`src/rtl/ai_knn_sorter.sv`:
```
// ai_knn_sorter: keeps the DEPTH nearest (label, distance) candidates from the
// template comparer in an ascending, insertion-sorted list. On flush, the list
// is streamed best-first to the rank-weighted scorer. Each word is sent
// EMIT_GAP cycles after the previous one.
// Optional feature macro: AI_KNN_TIE_NEWER_EN. When it is defined, a candidate
// with a distance equal to an existing entry is placed ahead of that entry.
module ai_knn_sorter #(
  parameter int DEPTH    = 8,
  parameter int EMIT_GAP = 4
) (
  input  logic        clk,
  input  logic        rst,
  input  logic        init,
  input  logic        cand_valid,
  input  logic [2:0]  cand_label,
  input  logic [23:0] cand_dist,
  output logic        cand_ready,
  input  logic        flush,
  output logic [31:0] out_data,
  output logic        out_valid,
  output logic        busy,
  output logic        done
);

  localparam int IW = (DEPTH > 1) ? $clog2(DEPTH) : 1;
  localparam int CW = $clog2(EMIT_GAP);
  localparam logic [IW-1:0] LAST_IDX   = IW'(DEPTH - 1);
  localparam logic [CW-1:0] GAP_END    = CW'(EMIT_GAP - 2);
  localparam logic [31:0]   EMPTY_WORD = 32'h08FF_FFFF;

  typedef enum logic [1:0] {
    S_COLLECT,
    S_EMIT,
    S_WAIT,
    S_FINISH
  } state_t;

  state_t          state;
  logic [IW-1:0]   idx;
  logic [CW-1:0]   cnt;

  logic [DEPTH-1:0] slot_vld;
  logic [2:0]       slot_label [DEPTH];
  logic [23:0]      slot_dist  [DEPTH];

  logic [DEPTH-1:0] below_vld;
  logic [2:0]       below_label [DEPTH];
  logic [23:0]      below_dist  [DEPTH];

  logic [DEPTH-1:0] ins_vld;
  logic [2:0]       ins_label [DEPTH];
  logic [23:0]      ins_dist  [DEPTH];

  logic [DEPTH-1:0] qual;
  logic             prev_q;
  logic             accept;

  // cand_ready is only ever high in COLLECT, so this also gates on state
  assign accept = cand_valid & cand_ready;

  // Per-slot test: the candidate belongs at or above this slot
  always_comb begin
    qual = '0;
    for (int i = 0; i < DEPTH; i++) begin
`ifdef AI_KNN_TIE_NEWER_EN
      qual[i] = !slot_vld[i] || (cand_dist <= slot_dist[i]);
`else
      qual[i] = !slot_vld[i] || (cand_dist < slot_dist[i]);
`endif
    end
  end

  // Each slot's upper neighbour, used as the shift-down source
  always_comb begin
    below_vld      = '0;
    below_label[0] = '0;
    below_dist[0]  = '0;
    for (int i = 1; i < DEPTH; i++) begin
      below_vld[i]   = slot_vld[i-1];
      below_label[i] = slot_label[i-1];
      below_dist[i]  = slot_dist[i-1];
    end
  end

  // Next list contents: candidate at the first qualifying slot, the rest shift down
  always_comb begin
    ins_vld   = slot_vld;
    ins_label = slot_label;
    ins_dist  = slot_dist;
    prev_q    = 1'b0;
    for (int i = 0; i < DEPTH; i++) begin
      if (qual[i]) begin
        if (!prev_q) begin
          ins_vld[i]   = 1'b1;
          ins_label[i] = cand_label;
          ins_dist[i]  = cand_dist;
        end else begin
          ins_vld[i]   = below_vld[i];
          ins_label[i] = below_label[i];
          ins_dist[i]  = below_dist[i];
        end
      end
      prev_q = qual[i];
    end
  end

  // Control FSM: list update, emission sequencing and registered outputs
  always_ff @(posedge clk) begin
    if (rst) begin
      state      <= S_COLLECT;
      idx        <= '0;
      cnt        <= '0;
      slot_vld   <= '0;
      out_data   <= '0;
      out_valid  <= 1'b0;
      busy       <= 1'b0;
      done       <= 1'b0;
      cand_ready <= 1'b0;
    end else if (init) begin
      state      <= S_COLLECT;
      idx        <= '0;
      cnt        <= '0;
      slot_vld   <= '0;
      out_valid  <= 1'b0;
      busy       <= 1'b0;
      done       <= 1'b0;
      cand_ready <= 1'b1;
    end else begin
      out_valid <= 1'b0;
      done      <= 1'b0;
      if (accept) begin
        slot_vld   <= ins_vld;
        slot_label <= ins_label;
        slot_dist  <= ins_dist;
      end
      case (state)
        S_COLLECT: begin
          cand_ready <= 1'b1;
          if (flush) begin
            state      <= S_EMIT;
            idx        <= '0;
            busy       <= 1'b1;
            cand_ready <= 1'b0;
          end
        end
        S_EMIT: begin
          out_valid <= 1'b1;
          out_data  <= slot_vld[idx] ? {4'b0, 1'b0, slot_label[idx], slot_dist[idx]}
                                     : EMPTY_WORD;
          cnt       <= '0;
          state     <= S_WAIT;
        end
        S_WAIT: begin
          if (cnt == GAP_END) begin
            if (idx == LAST_IDX) begin
              state <= S_FINISH;
            end else begin
              idx   <= idx + 1'b1;
              state <= S_EMIT;
            end
          end else begin
            cnt <= cnt + 1'b1;
          end
        end
        S_FINISH: begin
          done       <= 1'b1;
          busy       <= 1'b0;
          slot_vld   <= '0;
          cand_ready <= 1'b0;
          state      <= S_COLLECT;
        end
        default: state <= S_COLLECT;
      endcase
    end
  end

endmodule

```
`config.mk`:
```
export PLATFORM = sky130hd
export DESIGN_NAME = ai_knn_sorter
export DESIGN_NICKNAME = d
export VERILOG_FILES = /design/src/rtl/ai_knn_sorter.sv
export SDC_FILE = /design/constraint.sdc
export NUM_CORES = 1
export LEC_CHECK = 0
export BUFFER_PORTS_ARGS = -buffer_cell sky130_fd_sc_hd__buf_2
export CORE_MARGIN = 4
export CORE_UTILIZATION = 57
export DETAILED_ROUTE_END_ITERATION = 10
export PLACE_DENSITY = 0.88
export SETUP_SLACK_MARGIN = 0.02
export SLEW_MARGIN = 0
export SYNTH_ARGS = -nofsm -noshare
export SYNTH_HDL_FRONTEND = slang
export SYNTH_SLANG_ARGS = --single-unit
```
`constraint.sdc`:
```
create_clock -name clk -period 4.1 [get_ports clk]
set_input_delay 0.82 -clock clk [delete_from_list [all_inputs] [get_ports clk]]
set_output_delay 0.82 -clock clk [all_outputs]
set_load 0.05 [all_outputs]
```
==> results_dict.tcl, run 1 <==
set metrics [dict create \
    clock_power_share_pct 42.6 \
    intPower_mw 4.63 \
    power.total_mw 6.11 \
    seq_power_share_pct 48.2 \
    drt-wirelength-per-cell_um 24.8 \
    nNetsFinal 1695 \
    ir_drop_mv 0.321 \
    die_area_um2 32900 \
    dieHeight_um 182 \
    p_leak_nw 7.95 \
    hp-class "reg -> reg" \
    final_hold_viol_count 0 \
    viasPerCell 6.50 \
    cp-end-kind "register" \
    hold_path_startpoint "busy" \
    yosysWarnings 0 \
    synth_edf_count 216 \
    gp_congestion 1.01 \
    reg2reg_from "below_dist[166]" \
    synth_area_um2 17200 \
    grt_max_degree 37 \
    setup_ws_ns 0.740 \
    rsz0062_at_grt "false" \
    power.density_nw_per_um2 321 \
    final_cell_count_no_fill 1888 \
    cts_setup_buffers 0 \
    hold_slack_ns 0.483 \
    fp-row-count 63 \
    drc 0 \
    switching_share_pct 24.2 \
    critical_path_class "in -> reg" \
    clk_latency_ns 0.56 \
    grt_pass1_vias 12500 \
    drive_above_1_share_pct 28.8 \
    place.port_buffers 63 \
    fin_setup_tns_ns 0 \
    worst_pin_slew_ns 1.00 \
    first_pass_iters 8 \
    status "finished clean" \
    grt_use_total_pct 27.9 \
    grt_pass1_wl_um 72400 \
    critical_path_arrival_ns 3.66 \
    cts_max_path_buffers 3 \
    setup_viol 0 \
    dp.cells 1835 \
    finalCriticalPeriod_ns 3.36 \
    comb_power_share_pct 9.2 \
    core_um2 29600 \
    cts_inserted_buffers 29 \
    p_switching_mw 1.48 \
    async_reset_ff_share_pct 0 \
    synth_seq_area_share_pct 43.3 \
    cts-root-buf "clkbuf_16" \
    startpoint_type "input pin" \
    finalCritPeriodShare_pct 81.9 \
    clkTransAtPathRegs_ns 0.06 \
    routed_wl_um 46800 \
    cts.repair.resized 0 \
    ioPinCount 68 \
    timing.fmax_mhz 298 \
    final_cell_mix "216 x edfxtp_1, 189 x inv_1, 187 x ha_1, 135 x mux2_2, 77 x a21oi_1" \
    clock_skew_ns 0.0141 \
    slew_viol_final 0 \
    maxCapViolations 0 \
    syn_avg_cell_area_um2 12.4 \
    place_worst_setup_slack_ns 0.259 \
    fin_area_um2 19100 \
    initialDrtViolationCount 1445 \
    die_w_um 182 \
    grt_use_met1_pct 37.9 \
    final_util_pct 64.3 \
    vias 12300 \
    worstPathMaxFanout 16 \
    placed_area_um2 18100 \
    ys.flop_type "edfxtp_1" \
    antenna_cells 0 \
    hpwl_um 33200 \
    grt.met2_usage_pct 45.9 \
    critPathLaunch "cand_dist[22]" \
    met3_usage_pct 4.71 \
    hold_buffers 0 \
    synth_cells 1383 \
    htreeDepth 1 \
    final_common_cell "edfxtp_1" \
    ys_types 53 \
    grt_overflow_total 0 \
    initial_core_util_pct 57.9 \
    cts_sinks 263 \
    max_slew_margin_pct 33.0 \
    antenna_found_initial 0 \
    top_usage_layer "met2" \
    required_ns 4.40 \
    synth_seq_cells 263 \
    cts_tree "yes" \
    area_growth_pct 11.1 \
    ant_nets 0 \
]
[path summary, 6_finish.rpt]
| check | slack, ns | cells past startpoint | endpoint |
|---|---|---|---|
| min | 0.48 | 2 | busy |
| min reg2reg | 0.48 | 2 | busy |
| max reg2reg | 0.83 | 9 | below_dist[122] |
| max | 0.74 | 9 | below_dist[122] |
[Yosys cell counts, drive strengths merged, types with 7 or more instances]
cell	number	area, um2
edfxtp	216	6490
mux2	192	2380
inv	189	709
ha	187	2340
a21oi	78	390
mux4	56	1260
nand2	53	199
nor2	51	191
dfxtp	47	941
o21ai	39	267
a211oi	29	218
buf	28	262
nand4	28	175
nand3	26	130
mux2i	25	250
clkbuf	20	76.3
nand2b	14	87.6
nor3	14	70.1
nor2b	10	62.6
a21o	9	67.6
a211o	8	70.1
a221oi	7	61.3
nor4	7	43.8
o31ai	7	52.6
[critical path, cell delays in order]
cell and delay, ns:
buf_2 0.22, ha_1 0.38, nand4_1 0.24, nor4_1 0.57
a22oi_1 0.19, nand2_1 0.11, o31a_2 0.43, buf_4 0.31
mux2_2 0.37
[per-layer routing]
layer,up-vias,wire length [um]
met5,-,0
li1,5402,-
met2,671,22300
met4,0,1600
met1,6079,18800
met3,118,4140
[sequential cells by signal, indices dropped and copies added, names as in the netlist]
name,flops
below_dist,168
out_data,28
slot_dist,24
below_label,21
slot_vld,8
idx,3
slot_label,3
cnt,2
state,2
busy,1
cand_ready,1
done,1
out_valid,1
[power groups by stage]
stage	sequential (mW)	clock, mW	combinational [mW]
after floorplan	3.03	0	0.294
after global placement	3.00	0	0.519
after detailed placement	3.00	0	0.544
after CTS	2.95	2.62	0.551
after global routing	2.95	2.73	0.611
final	2.95	2.61	0.561
[cell families (layout without fill, tap and decap cells)]
group / after synthesis / count (layout) / share of synthesized area (%)
AO/OA/AOI/OAI: 212 / 212 / 8.42
adder cells (fa/ha/maj): 187 / 187 / 13.6
buffers and inverters: 237 / 349 / 6.10
flip-flops: 263 / 263 / 43.3
multiplexers: 273 / 273 / 22.7
other: 1 / 4 / 0.0219
AND/OR/NAND/NOR: 210 / 210 / 5.88
[area by class of cell]
type | count | area [um2]
multi-input cells | 886 | 8760
flip-flops and latches | 263 | 7430
fillers | 2063 | 10600
clock buffers | 37 | 776
repair buffers | 107 | 746
inverters | 189 | 709
clock inverters | 16 | 159
well taps | 390 | 488
No activity file was read; power rests on OpenSTA's default activity.
==> run 2: changes to the inputs <==
--- a/config.mk
+++ b/config.mk
@@ -5,6 +5,7 @@
 export SDC_FILE = /design/constraint.sdc
 export NUM_CORES = 1
 export LEC_CHECK = 0
+export ABC_AREA = 1
 export BUFFER_PORTS_ARGS = -buffer_cell sky130_fd_sc_hd__buf_2
 export CORE_MARGIN = 4
 export CORE_UTILIZATION = 57
==> constraint.sdc (replaced) <==
create_clock -name clk -period 2.8 [get_ports clk]
set_input_delay 0.56 -clock clk [delete_from_list [all_inputs] [get_ports clk]]
set_output_delay 0.56 -clock clk [all_outputs]
set_load 0.05 [all_outputs]
==> run 2 against run 1 <==
Against the previous run:
- synthesized cell count is 67% higher
- first-iteration DRC count is 45% higher
- non-clock buffer count grew 28
- cell count increased by 47%
- sequential power up 47%
- hold slack got worse by 0.22 ns
- routed wire length is 6.2% higher
- clock skew is 0.014 ns higher
- utilization decreased by 0.31 points
- via count rose by 33%
- worst setup slack got worse by 0.64 ns
- clock power is 50% higher
- critical path type is now reg -> reg
- critical endpoint is now below_dist[146]
- largest power group unchanged
==> results_dict.tcl, run 2 <==
set metrics [dict create \
    clkTransAtPathRegs_ns 0.06 \
    ant_nets 0 \
    final_hold_viol_count 0 \
    grt_overflow_total 0 \
    drt-wirelength-per-cell_um 17.9 \
    ys_top_cells_by_count "756 x nand2_1, 281 x inv_1, 216 x edfxtp_1" \
    maxCapViolations 0 \
    nNetsFinal 2582 \
    grt_pass1_vias 15500 \
    core_um2 30900 \
    synth_area_um2 18100 \
    drive_above_1_share_pct 8.85 \
    finalCriticalPeriod_ns 2.70 \
    startpoint_type "register" \
    whs_path_depth 3 \
    synth_edf_count 216 \
    endpoint "below_dist[146]" \
    htreeDepth 1 \
    critical_path_class "reg -> reg" \
    final_cell_mix "756 x nand2_1, 281 x inv_1, 216 x edfxtp_1, 198 x nand3_1, 195 x a21oi_1" \
    synth_seq_cells 263 \
    clock_skew_ns 0.0281 \
    die_w_um 186 \
    hp-class "in -> reg" \
    grt_max_degree 55 \
    area_growth_pct 9.52 \
    async_reset_ff_share_pct 0 \
    largest_register_ffs 168 \
    critical_path_arrival_ns 2.87 \
    r2r_cells 9 \
    synth_cells 2308 \
    grt_use_total_pct 28.1 \
    cts.repair.resized 0 \
    viasPerCell 5.88 \
    reg2reg_from "below_dist[163]" \
    critPathLaunch "below_dist[163]" \
    max_slew_margin_pct 46.0 \
    fp-row-count 64 \
    worstPathMaxFanout 13 \
    slew_viol_final 0 \
    required_ns 2.97 \
    die_area_um2 34600 \
    netlist.area_leader.share_pct 35.9 \
    grt_pass1_wl_um 78800 \
    cp-end-kind "register" \
    ys.flop_type "edfxtp_1" \
    finalCritPeriodShare_pct 96.4 \
    synth_top_cell_by_area "edfxtp_1" \
    vias 16400 \
    drc 0 \
    synthTopCellsByArea "edfxtp_1 36%, nand2_1 16%, ha_1 13%, inv_1 5.8%, nand3_1 5.5%" \
    ir_drop_mv 0.451 \
    r2r_end "below_dist[146]" \
    initial_core_util_pct 58.5 \
    yosysMostFrequentCell "nand2_1" \
    status "finished clean" \
    yosysWarnings 0 \
    initialDrtViolationCount 2093 \
    cts-root-buf "clkbuf_16" \
    ys_types 37 \
    first_pass_iters 6 \
    hold_slack_ns 0.259 \
    cts_inserted_buffers 28 \
    hpwl_um 37600 \
    cts_tree "yes" \
    p_leak_nw 9.89 \
    clk_latency_ns 0.56 \
    synth_seq_area_share_pct 41.1 \
    syn_avg_cell_area_um2 7.83 \
    ioPinCount 68 \
    r2r_setup_slack_ns 0.10 \
    cts_max_path_buffers 3 \
    routed_wl_um 49700 \
    gp_congestion 0.919 \
    final_util_pct 64.0 \
    final_common_cell "nand2_1" \
    dieHeight_um 186 \
    place.port_buffers 63 \
    worst_pin_slew_ns 0.808 \
    fin_setup_tns_ns 0 \
    antenna_found_initial 0 \
    power.density_nw_per_um2 476 \
    timing.fmax_mhz 371 \
    cts_sinks 263 \
    setup_viol 0 \
]
run 2: how the worst min path moves through the flow:
stage                    start  slack [ns]          end
floorplan               cnt[0]        0.42       cnt[0]
global placement        cnt[0]        0.43       cnt[0]
finish              cand_valid        0.26  slot_vld[0]
CTS                 cand_valid        0.24  slot_vld[0]
global route        cand_valid        0.26  slot_vld[0]
detailed placement      cnt[0]        0.46       cnt[0]
run 2: cell type report:
| class | instances | area, um2 |
|---|---|---|
| clock inverters | 17 | 211 |
| fillers | 2379 | 11100 |
| multi-input cells | 1649 | 8870 |
| inverters | 286 | 1080 |
| well taps | 396 | 495 |
| diodes | 1 | 2.50 |
| clock buffers | 35 | 748 |
| repair buffers | 135 | 956 |
| flip-flops and latches | 263 | 7430 |
run 2: power breakdown:
part | leakage (nW) | internal (mW) | switching (mW)
logic | 7.08 | 0.366 | 0.820
clock network | 0.469 | 2.35 | 1.56
registers | 2.34 | 4.28 | 0.0517
total | 9.89 | 7.00 | 2.43
run 2: logic make-up (layout without fill, tap and decap cells):
family,count (synthesis),count (layout),share of synthesized area [%]
AND/OR/NAND/NOR,1077,1077,24.4
buffers and inverters,400,473,10.3
AO/OA/AOI/OAI,377,378,11.1
flip-flops,263,263,41.1
adder cells (fa/ha/maj),187,187,12.9
multiplexers,3,3,0.166
other,1,5,0.0207
run 2: critical path, cell delays in order, from the launching register on:
cell	delay (ns)
edfxtp_1	0.44
inv_1	0.16
ha_1	0.28
a21oi_1	0.15
o21ai_0	0.10
nand2_1	0.08
nand2_1	0.17
nor2_1	0.15
nand2_1	0.17
a21oi_2	0.60
run 2: per-layer routing:
layer | wire length [um] | track usage, % | up-vias
met5 | 0 | 0 | -
met2 | 22900 | 46.6 | 1029
met4 | 1960 | 10.5 | 0
li1 | - | - | 7738
met3 | 5530 | 3.56 | 155
met1 | 19400 | 38.1 | 7438
run 2: stage by stage:
step | setup WS, ns | power (mW) | instance area, um2 | cells
5_1_grt | -0.00851 | 9.72 | 19800 | 2781
4_1_cts | 0.114 | 9.41 | 19800 | 2779
6_report | 0.102 | 9.43 | 19800 | 2782
3_5_place_dp | -0.0333 | 5.56 | 18800 | 2727
2_1_floorplan | 0.218 | 5.17 | 18100 | 2311
3_3_place_gp | -0.00861 | 5.50 | 18800 | 2727
run 2: repair_timing:
item,4_1_cts,5_1_grt
endpoints found under the setup margin,0,50
setup buffers,0,1
hold buffers,0,0
==> run 3: changes to the inputs <==
--- a/config.mk
+++ b/config.mk
@@ -11,6 +11,7 @@
 export CORE_UTILIZATION = 57
 export DETAILED_ROUTE_END_ITERATION = 10
 export PLACE_DENSITY = 0.88
+export RECOVER_POWER = 100
 export SETUP_SLACK_MARGIN = 0.02
 export SLEW_MARGIN = 0
 export SYNTH_ARGS = -nofsm -noshare
==> run 3 against run 2 <==
Against the previous run:
- non-clock buffer count unchanged
- clock power about the same
- sequential power about the same
- flip-flop and latch count unchanged
- via count increased by 0.32%
- clock-buffer cell count unchanged
- worst setup slack got worse by 0.018 ns
==> results_dict.tcl, run 3 (same netlist as run 2, synthesis figures left out) <==
set metrics [dict create \
    status "finished clean" \
    hold_path_startpoint "cand_valid" \
    cts_inserted_buffers 28 \
    maxCapViolations 0 \
    timing.fmax_mhz 368 \
    finalCritPeriodShare_pct 97.0 \
    intPower_mw 6.97 \
    startpoint_type "input pin" \
    die_area_um2 34600 \
    cts_sinks 263 \
    clkTransAtPathRegs_ns 0.06 \
    nNetsFinal 2582 \
    dp.cells 2727 \
    vias 16400 \
    finalCriticalPeriod_ns 2.72 \
    gp_congestion 0.919 \
    drive_above_1_share_pct 6.50 \
    ant_nets 0 \
    clock_power_share_pct 41.5 \
    grt_max_degree 55 \
    cts_max_path_buffers 3 \
    p_switching_mw 2.43 \
    cp_common_cell "nand2_1" \
    first_pass_iters 6 \
    cts_tree "yes" \
    antenna_found_initial 0 \
    place.port_buffers 63 \
    max_stage_delay_ns 0.76 \
    final_cell_mix "758 x nand2_1, 282 x inv_1, 216 x edfxtp_1, 198 x nand3_1, 195 x a21oi_1" \
    reg2reg_from "below_dist[163]" \
    hp-class "in -> reg" \
    ir_drop_mv 0.449 \
    final_hold_viol_count 0 \
    fin_area_um2 19600 \
    largest_register_ffs 168 \
    fp-row-count 64 \
    switching_share_pct 25.8 \
    required_ns 3.11 \
    initial_core_util_pct 58.5 \
    max_slew_margin_pct 3.68 \
    worstPathMaxFanout 27 \
    grt_use_total_pct 28.1 \
    antenna_cells 0 \
    grt_pass1_wl_um 78800 \
    comb_power_share_pct 12.4 \
    p_leak_nw 9.67 \
    worst_pin_slew_ns 1.44 \
    initialDrtViolationCount 2181 \
    clk_latency_ns 0.56 \
    fin_setup_tns_ns 0 \
    hpwl_um 37600 \
    area_growth_pct 8.63 \
    crit_family "buffers and inverters" \
    power.density_nw_per_um2 479 \
    cts-root-buf "clkbuf_16" \
    seq_power_share_pct 46.1 \
    drc 0 \
    ioPinCount 68 \
    viasPerCell 5.90 \
    cp.buffers_inverters 3 \
    dieHeight_um 186 \
    hold_slack_ns 0.257 \
    critical_path_arrival_ns 3.03 \
    final_cell_count_no_fill 2781 \
    slew_viol_final 0 \
    setup_viol 0 \
    grt_pass1_vias 15500 \
    die_w_um 186 \
    final_common_cell "nand2_1" \
    power.total_mw 9.40 \
    grt_overflow_total 0 \
    drt-wirelength-per-cell_um 17.9 \
    critPathLaunch "cand_dist[17]" \
    routed_wl_um 49900 \
    cp-end-kind "register" \
    hold_buffers 0 \
    cpMaxStageDelayCell "clkbuf_1" \
    critical_path_class "in -> reg" \
    htreeDepth 1 \
    fillCellCount 2432 \
    placed_area_um2 18800 \
    clock_skew_ns 0.0232 \
    crit_chain "buf_2 > clkbuf_1 > ha_1 > nand2_1 > nand2_1 > nand2_1 > nand2_1 > nand2_1 > nand2_1 > a21oi_1 > nand2_1 > clkbuf_4 > nand3_1 > nand2_1" \
    core_um2 30900 \
]
-- run 3: cell count changes in the layout (fill, tap and decap cells not counted), sizes merged --
cell / delta
buf: -58
clkbuf: +58
diode: -1
-- run 3: cell type report --
| class | count | area (um2) | share of cell area, % |
|---|---|---|---|
| Clock buffer | 35 | 748 | 3.81 |
| Tap cell | 396 | 495 | 2.52 |
| Clock inverter | 17 | 211 | 1.08 |
| Sequential cell | 263 | 7430 | 37.8 |
| Inverter | 286 | 1080 | 5.49 |
| Multi-Input combinational cell | 1649 | 8860 | 45.1 |
| Timing Repair Buffer | 135 | 811 | 4.13 |
-- run 3: what timing repair did --
item | in CTS | in global routing
buffers inserted | 0 | 1
resized for setup | 0 | 0
endpoints found under the setup margin | 0 | 50
-- run 3: stage by stage --
step	setup slack (ns)	util (%)
finish	0.0838	63.5
detailed placement	-0.0333	60.9
floorplan	0.218	-
global placement	-0.00861	60.9
global route	-0.00851	63.5
CTS	0.114	64.0
-- run 3: path summary, 6_finish.rpt --
check	cells after the start	endpoint	slack [ns]
setup / recovery	14	below_dist[17]	0.08
hold reg to reg	1	cnt[0]	0.46
hold / removal	3	slot_vld[0]	0.26
setup reg to reg	9	below_dist[146]	0.13
-- run 3: power groups by stage --
| stage | clock network, mW | registers, mW | logic (mW) |
|---|---|---|---|
| CTS | 3.92 | 4.33 | 1.16 |
| floorplan | 0 | 4.45 | 0.722 |
| finish | 3.90 | 4.33 | 1.16 |
| global route | 4.07 | 4.34 | 1.28 |
| detailed placement | 0 | 4.41 | 1.15 |
| global placement | 0 | 4.41 | 1.09 |
-- run 3: layer usage --
metal | vias up | wire (um) | GRT usage (%)
li1 | 7747 | - | -
met1 | 7453 | 19400 | 38.1
met2 | 1040 | 22800 | 46.6
met3 | 172 | 5630 | 3.56
met4 | 0 | 2050 | 10.5
met5 | - | 0 | 0
-- run 3: tightest hold or removal path: stages --
cell and delay, ns:
buf_2 0.09, a21oi_1 0.06, nor2_1 0.07
